--- src/rtl/instruction_fetch.sv ---
// Fetch stage: one request/ack read per PC and holds the word until decode takes it.
// Define FETCH_STALL_CNT_EN to add the stall_cycles counter output.
module instruction_fetch #(
  parameter logic [31:0] NOP_INSTR = 32'h0000_0013,
  parameter int          CNT_W     = 32
) (
  input  logic              clock,
  input  logic              reset,
  input  logic [31:0]       pc_in,
  output logic              pc_en,
  output logic              mem_req,
  output logic [31:0]       mem_addr,
  input  logic              mem_ack,
  input  logic [31:0]       mem_rdata,
  input  logic              decode_ready,
  input  logic              flush,
  output logic [31:0]       instr_out,
  output logic [31:0]       instr_pc,
  output logic              instr_valid,
`ifdef FETCH_STALL_CNT_EN
  output logic [CNT_W-1:0]  stall_cycles,
`endif
  output logic              misalign_fault
);

  typedef enum logic [1:0] {IDLE, FETCH, DRAIN, HOLD} state_t;
  state_t state;

  assign pc_en = (state == HOLD) && decode_ready && !flush;

  always_ff @(posedge clock or posedge reset) begin
    if (reset) begin
      state          <= IDLE;
      mem_req        <= 1'b0;
      mem_addr       <= '0;
      instr_out      <= NOP_INSTR;
      instr_pc       <= '0;
      instr_valid    <= 1'b0;
      misalign_fault <= 1'b0;
    end else begin
      case (state)
        IDLE: if (!flush) begin
          if (pc_in[1:0] == 2'b00) begin
            mem_addr <= pc_in;
            mem_req  <= 1'b1;
            state    <= FETCH;
          end else begin
            instr_out      <= NOP_INSTR;
            instr_pc       <= pc_in;
            misalign_fault <= 1'b1;
            instr_valid    <= 1'b1;
            state          <= HOLD;
          end
        end
        FETCH: begin
          if (mem_ack) begin
            mem_req <= 1'b0;
            if (!flush) begin
              instr_out      <= mem_rdata;
              instr_pc       <= mem_addr;
              instr_valid    <= 1'b1;
              misalign_fault <= 1'b0;
              state          <= HOLD;
            end else begin
              state <= IDLE;
            end
          end else if (flush) begin
            state <= DRAIN;
          end
        end
        // A request is never withdrawn before its ack; the late data is dropped.
        DRAIN: if (mem_ack) begin
          mem_req <= 1'b0;
          state   <= IDLE;
        end
        HOLD: if (flush || decode_ready) begin
          instr_valid    <= 1'b0;
          misalign_fault <= 1'b0;
          state          <= IDLE;
        end
        default: state <= IDLE;
      endcase
    end
  end

`ifdef FETCH_STALL_CNT_EN
  always_ff @(posedge clock or posedge reset) begin
    if (reset)
      stall_cycles <= '0;
    else if ((state == FETCH || state == DRAIN) && !mem_ack && !(&stall_cycles))
      stall_cycles <= stall_cycles + 1'b1;
  end
`endif

endmodule
--- config.mk ---
export PLATFORM = sky130hd
export DESIGN_NAME = instruction_fetch
export DESIGN_NICKNAME = d
export VERILOG_FILES = /design/src/rtl/instruction_fetch.sv
export SDC_FILE = /design/constraint.sdc
export NUM_CORES = 1
export LEC_CHECK = 0
export BUFFER_PORTS_ARGS = -buffer_cell sky130_fd_sc_hd__buf_2
export CAP_MARGIN = 20
export CORE_UTILIZATION = 50
export CTS_BUF_LIST = sky130_fd_sc_hd__clkbuf_4
export DETAILED_ROUTE_END_ITERATION = 10
export PLACE_DENSITY = 0.8
export SLEW_MARGIN = 20
export SYNTH_ARGS = -nofsm -noshare
export SYNTH_HDL_FRONTEND = slang
export SYNTH_SLANG_ARGS = --single-unit
--- constraint.sdc ---
create_clock -name clock -period 3.51 [get_ports clock]
set_input_delay 0 -clock clock [delete_from_list [all_inputs] [get_ports clock]]
set_output_delay 0 -clock clock [all_outputs]
set_load 0.05 [all_outputs]
==> flow_metrics.tcl, run 1 <==
set metrics [dict create \
    number_of_clock_sinks 101 \
    fillerInstances 579 \
    worst_clock_skew_on_the_final_layout_ns 0.0142 \
    cts_buffer_depth 2 \
    drt_iter0_markers 86 \
    min_from "flush" \
    ctsHtreeMaxLevel 3 \
    synthDominantAreaCellType "sky130_fd_sc_hd__dfrtp_1" \
    post-route-drc-count 0 \
    globalplace.congestion 0.787 \
    run_status "finished clean" \
    vias 3422 \
    grt_pass1_vias 3472 \
    most_common_cell_in_the_synthesized_netlist "sky130_fd_sc_hd__dfrtp_1" \
    multi_input_comb_area_um2 1530 \
    synth_nets 401 \
    grt_antenna_before_repair 0 \
    floorplan.die.width_um 93.6 \
    worstPathMaxFanout 59 \
    final_hold_viol_count 0 \
    tightest_slew_ns 1.07 \
    mappedNetlistArea_um2 4200 \
    synthDominantCellAreaShare 0.584 \
    detailedPlacementHpwl_mm 6.35 \
    die-height_um 93.6 \
    fin_crit_ns 2.45 \
    design.die.area_um2 8760 \
    avgViaCountPerCell 5.16 \
    syn_avg_cell_area_um2 12.9 \
    report.final.setup_viol 0 \
    worstPathArrival_ns 2.76 \
    coreArea_um2 8180 \
    insertedDiodeCount 0 \
    synth_cell_type_count 32 \
    yosysWarnings 0 \
    worst_slew_margin_rel 0.283 \
    post-route-cell-area_um2 5890 \
    critical_path_class "flop to flop" \
    crit-reg2reg-launch "state[0]" \
    synth-edff-count 0 \
    final_max_slew_viol_count 0 \
    cts_tree "done" \
    clkTransAtPathRegs_ns 0.14 \
    postSynthRegisterBits 101 \
    route.detailed.wl_per_inst_um 15.7 \
    boundaryPins 169 \
    cp.required_ns 3.82 \
    buffer_ports.inserted 168 \
    total_clock_buffers_created_by_cts 9 \
    final_antenna_net_count 0 \
    cp-end-kind "flop" \
    clk_tree_root_cell "sky130_fd_sc_hd__clkbuf_4" \
    grt_use_total 0.241 \
    wire_length_after_detailed_routing_mm 10.4 \
    nNetsFinal 629 \
    overflow 0 \
    netlist_top_cells_area "sky130_fd_sc_hd__dfrtp_1, sky130_fd_sc_hd__mux2i_1, sky130_fd_sc_hd__mux2_2" \
    worstSetupStartpoint "state[0]" \
    drt_pre_antenna_iters 4 \
    insertion_delay_ns 0.42 \
    startpoint_type "flop" \
    areaGrowthSynthToFinish_pct 40.3 \
    final_min_period_over_clock_period 0.698 \
    synthesis.instances 326 \
    final.setup.tns_ns 0 \
    cap_violations 0 \
    rsz0062_at_grt "false" \
    synth_seq_area_share 0.603 \
    largest_net_degree_at_the_start_of_global_routing 71 \
    synth_common_cells "sky130_fd_sc_hd__dfrtp_1, sky130_fd_sc_hd__nand2_1, sky130_fd_sc_hd__o21ai_0, sky130_fd_sc_hd__mux2i_1, sky130_fd_sc_hd__a22o_1" \
    initial_cell_density_of_the_core 0.513 \
    placed_cell_area_um2 5090 \
    max_freq_ghz 0.408 \
    postSynth.topFlopCell "sky130_fd_sc_hd__dfrtp_1" \
    min-delay-path-class "input port to flop" \
    post_route_cells_drive_above_1_share 0.400 \
    sequential_cell_area_um2 2530 \
    grt_pass1_wl_mm 16.2 \
    site_rows 33 \
    asyncSetResetFlopFracSynth 1.00 \
]
-- per-stage QoR --
step	hold slack (ns)	setup WS, ns	instances	util
final	0.0619	1.06	663	0.720
after global placement	0.215	1.18	581	0.622
after floorplan	0.128	0.868	326	-
after CTS	0.0195	1.06	663	0.720
after detailed placement	0.221	1.08	581	0.622
after global routing	0.0520	0.969	663	0.720
-- layout by cell type (no fill, tap or decap), types with 2 or more instances in the layout --
cell / synthesis / routed
sky130_fd_sc_hd__buf_2: 10 / 168
sky130_fd_sc_hd__dfrtp_1: 98 / 98
sky130_fd_sc_hd__dlygate4sd3_1: 0 / 67
sky130_fd_sc_hd__nand2_1: 38 / 38
sky130_fd_sc_hd__o21ai_0: 35 / 35
sky130_fd_sc_hd__mux2i_1: 34 / 34
sky130_fd_sc_hd__a22o_1: 30 / 30
sky130_fd_sc_hd__mux2_2: 29 / 29
sky130_fd_sc_hd__clkbuf_4: 0 / 9
sky130_fd_sc_hd__ha_1: 6 / 5
sky130_fd_sc_hd__inv_1: 4 / 3
sky130_fd_sc_hd__and3_1: 3 / 3
sky130_fd_sc_hd__nor2b_1: 3 / 3
sky130_fd_sc_hd__o22a_1: 3 / 3
sky130_fd_sc_hd__dfstp_2: 3 / 3
sky130_fd_sc_hd__buf_4: 1 / 3
sky130_fd_sc_hd__mux2_1: 2 / 2
sky130_fd_sc_hd__a21oi_1: 2 / 2
sky130_fd_sc_hd__nand2b_1: 2 / 2
sky130_fd_sc_hd__clkinvlp_4: 0 / 2
-- worst max-delay path: stages (launching register included) --
cell and delay, ns:
sky130_fd_sc_hd__dfrtp_1 0.43, sky130_fd_sc_hd__inv_1 0.11, sky130_fd_sc_hd__ha_1 0.29, sky130_fd_sc_hd__nor3b_1 0.18
sky130_fd_sc_hd__or3_2 0.77, sky130_fd_sc_hd__buf_12 0.30, sky130_fd_sc_hd__a22o_1 0.25
-- logic make-up (layout without fill, tap and decap cells) --
group                    count (synthesis)  in the layout  synth area share
flip-flops                             101            101             0.603
buffers and inverters                   26            258            0.0343
AND/OR/NAND/NOR                         51             51            0.0525
AO/OA/AOI/OAI                           77             77             0.128
multiplexers                            65             65             0.164
adder cells (fa/ha/maj)                  6              6            0.0179
-- flip-flops by register name, summed over array words and instances (netlist names) --
register and cells:
instr_out 32, instr_pc 32, instr_valid 1, mem_addr 32
mem_req 1, misalign_fault 1, state 2
-- what timing repair did --
item / 4_1_cts / 5_1_grt
endpoints found under the hold margin: 163 / 0
hold buffers: 67 / 0
resized for setup: 0 / 0
buffers inserted: 0 / 0
-- worst paths after layout --
path	endpoint	slack [ns]	cells past startpoint
max in group asynchronous	mem_addr[27]	2.27	4
min in group asynchronous	instr_out[15]	0.29	3
worst max-delay path	instr_out[8]	1.06	6
worst min register to register	instr_pc[29]	0.49	2
worst max register to register	instr_out[8]	1.06	6
worst min-delay path	instr_out[0]	0.06	3
-- layout make-up --
type                    instances  area share
clock buffers                   9      0.0115
clock inverters                 6      0.0106
inverters                       4     0.00297
multi-input cells             199       0.259
flip-flops and latches        101       0.430
well taps                     105      0.0223
repair buffers                239       0.264
-- routing by layer --
metal / vias up / global-route usage / part of all wire / routed length [um]
li1: 1618 / - / - / -
met1: 1652 / 0.287 / 0.41 / 4320
met2: 143 / 0.422 / 0.50 / 5210
met3: 9 / 0.0683 / 0.079 / 820
met4: 0 / 0.0731 / 0.0082 / 86
met5: - / 0 / 0 / 0
Power of run 1 is not shown: default switching activity piles up to over one toggle a cycle in this logic, so the estimate is an artifact.
==> inputs of run 2 (changes only) <==
clock period = 2.5 ns   (was 3.51 ns; I/O delays follow)
==> flow_metrics.tcl, run 2 (synthesized netlist as in run 1, its figures left out) <==
set metrics [dict create \
    post_route_cells_drive_above_1_share 0.401 \
    clk_tree_root_cell "sky130_fd_sc_hd__clkbuf_4" \
    initial_cell_density_of_the_core 0.513 \
    largest_net_degree_at_the_start_of_global_routing 54 \
    power.internal_mw 4.17 \
    run_status "finished clean" \
    final_min_period_over_clock_period 0.889 \
    insertedDiodeCount 0 \
    p_clk_frac 0.092 \
    power.density_cell_area_nw_per_um2 1520 \
    switchingPower_mw 4.87 \
    cap_violations 0 \
    cts_buffer_depth 2 \
    boundaryPins 169 \
    drt_iter0_markers 86 \
    worst_clock_skew_on_the_final_layout_ns 0.0127 \
    rsz0062_at_grt "false" \
    design.die.area_um2 8760 \
    detailedPlacementHpwl_mm 6.91 \
    final_max_slew_viol_count 0 \
    post_cts_gate_resize_count 0 \
    post-route-cell-area_um2 5940 \
    reg.largest.list "instr_out: 32 flops, instr_pc: 32 flops, mem_addr: 32 flops" \
    min-delay-path-class "input port to flop" \
    slowest_stage "sky130_fd_sc_hd__or3_2" \
    areaGrowthSynthToFinish_pct 41.5 \
    worst_path_largest_cell_delay_ns 0.47 \
    placed_cell_area_um2 5120 \
    worstPathArrival_ns 2.54 \
    route.detailed.wl_per_inst_um 17.0 \
    worst_slew_margin_rel 0.280 \
    insertion_delay_ns 0.44 \
    max_freq_ghz 0.450 \
    nNetsFinal 633 \
    clkTransAtPathRegs_ns 0.14 \
    avgViaCountPerCell 5.32 \
    overflow 0 \
    total_clock_buffers_created_by_cts 9 \
    cts.hold.buffers_added 68 \
    vdd_drop_max_mv 0.943 \
    worstPathCellList "inv_1 -> ha_1 -> nor3b_1 -> or3_2 -> buf_4 -> a22o_1" \
    cp.required_ns 2.82 \
    cpLargestDelayFamily "simple AND/OR/NAND/NOR gates" \
    report.final.setup_viol 0 \
    postCtsSetupBuffers 0 \
    site_rows 33 \
    wire_length_after_detailed_routing_mm 11.3 \
    grt_use_total 0.259 \
    critical_path_class "flop to flop" \
    worstPathMaxFanout 53 \
    cts_tree "done" \
    grt_pass1_wl_mm 17.4 \
    layout.cells.most_common_list "sky130_fd_sc_hd__buf_2, sky130_fd_sc_hd__dfrtp_1, sky130_fd_sc_hd__dlygate4sd3_1" \
    grt_antenna_before_repair 0 \
    die-height_um 93.6 \
    buffer_ports.inserted 168 \
    startpoint_type "flop" \
    critical_path.n_buffers_inverters 2 \
    grt_pass1_vias 3585 \
    floorplan.die.width_um 93.6 \
    final_antenna_net_count 0 \
    power.combinational.fraction 0.590 \
    post-route-drc-count 0 \
    ctsHtreeMaxLevel 3 \
    most_common_cell_after_layout_fill_and_taps_aside "sky130_fd_sc_hd__buf_2" \
    drt_pre_antenna_iters 4 \
    power.sequential.fraction 0.318 \
    utilization_after_layout 0.726 \
    cp-end-kind "flop" \
    coreArea_um2 8180 \
    final_hold_viol_count 0 \
    tightest_slew_ns 1.08 \
    final.setup.tns_ns 0 \
    number_of_clock_sinks 101 \
    fin_crit_ns 2.22 \
    sw_frac_of_total 0.539 \
    leakagePower_nw 3.02 \
    vias 3554 \
    globalplace.congestion 0.871 \
]
## run 2: cell count changes in the layout (fill, tap and decap cells not counted)
cell                            delta
sky130_fd_sc_hd__inv_4             -1
sky130_fd_sc_hd__dlygate4sd3_1     +1
sky130_fd_sc_hd__buf_4             +2
sky130_fd_sc_hd__clkinv_1          +1
sky130_fd_sc_hd__clkinvlp_4        -1
sky130_fd_sc_hd__clkinv_2          +1
sky130_fd_sc_hd__buf_12            +1
sky130_fd_sc_hd__clkinv_4          +1
## run 2: power groups by stage
stage / clock [mW] / combinational [mW] / sequential [mW]
floorplan: 0 / 1.46 / 5.42
global placement: 0 / 5.10 / 2.84
detailed placement: 0 / 5.20 / 2.89
CTS: 0.861 / 5.30 / 2.85
global route: 0.909 / 5.59 / 2.97
finish: 0.833 / 5.33 / 2.88
## run 2: layout make-up
class,count,area (um2)
repair buffers,243,1600
flip-flops and latches,101,2530
clock buffers,9,67.6
multi-input cells,199,1530
well taps,105,131
inverters,4,18.8
clock inverters,7,65.1
fillers,555,2240
## run 2: worst register-to-register path, cell delays in order (launching register included)
cell and delay (ns):
sky130_fd_sc_hd__dfrtp_1 0.43, sky130_fd_sc_hd__inv_1 0.11, sky130_fd_sc_hd__ha_1 0.29, sky130_fd_sc_hd__nor3b_1 0.18, sky130_fd_sc_hd__or3_2 0.47, sky130_fd_sc_hd__buf_4 0.30, sky130_fd_sc_hd__a22o_1 0.32
## run 2: worst paths after layout
check                                  start       endpoint  slack (ns)  cells past startpoint
worst min-delay path                   flush   instr_out[4]        0.07                      3
worst max register to register      state[0]  instr_out[27]        0.28                      6
worst max-delay path                state[0]  instr_out[27]        0.28                      6
worst min register to register  instr_pc[16]   instr_pc[16]        0.49                      2
min in group asynchronous              reset  instr_out[12]        0.29                      3
max in group asynchronous              reset   instr_out[1]        1.44                      4
## run 2: per-stage QoR
stage / hold slack (ns) / setup slack [ns] / instances / total power, mW
final: 0.0722 / 0.278 / 668 / 9.04
after global routing: 0.0483 / 0.178 / 668 / 9.47
after CTS: 0.0282 / 0.297 / 668 / 9.02
after detailed placement: 0.224 / 0.315 / 584 / 8.08
after global placement: 0.218 / 0.440 / 584 / 7.94
after floorplan: 0.128 / 0.645 / 326 / 6.88
## run 2: per-layer routing
layer	wire length, um	global-route usage	part of all wire	vias up
li1	-	-	-	1633
met1	4610	0.306	0.41	1733
met2	5560	0.449	0.49	168
met3	979	0.0740	0.086	20
met4	187	0.0936	0.016	0
met5	0	0	0	-
No activity file was read; power rests on OpenSTA's default activity.
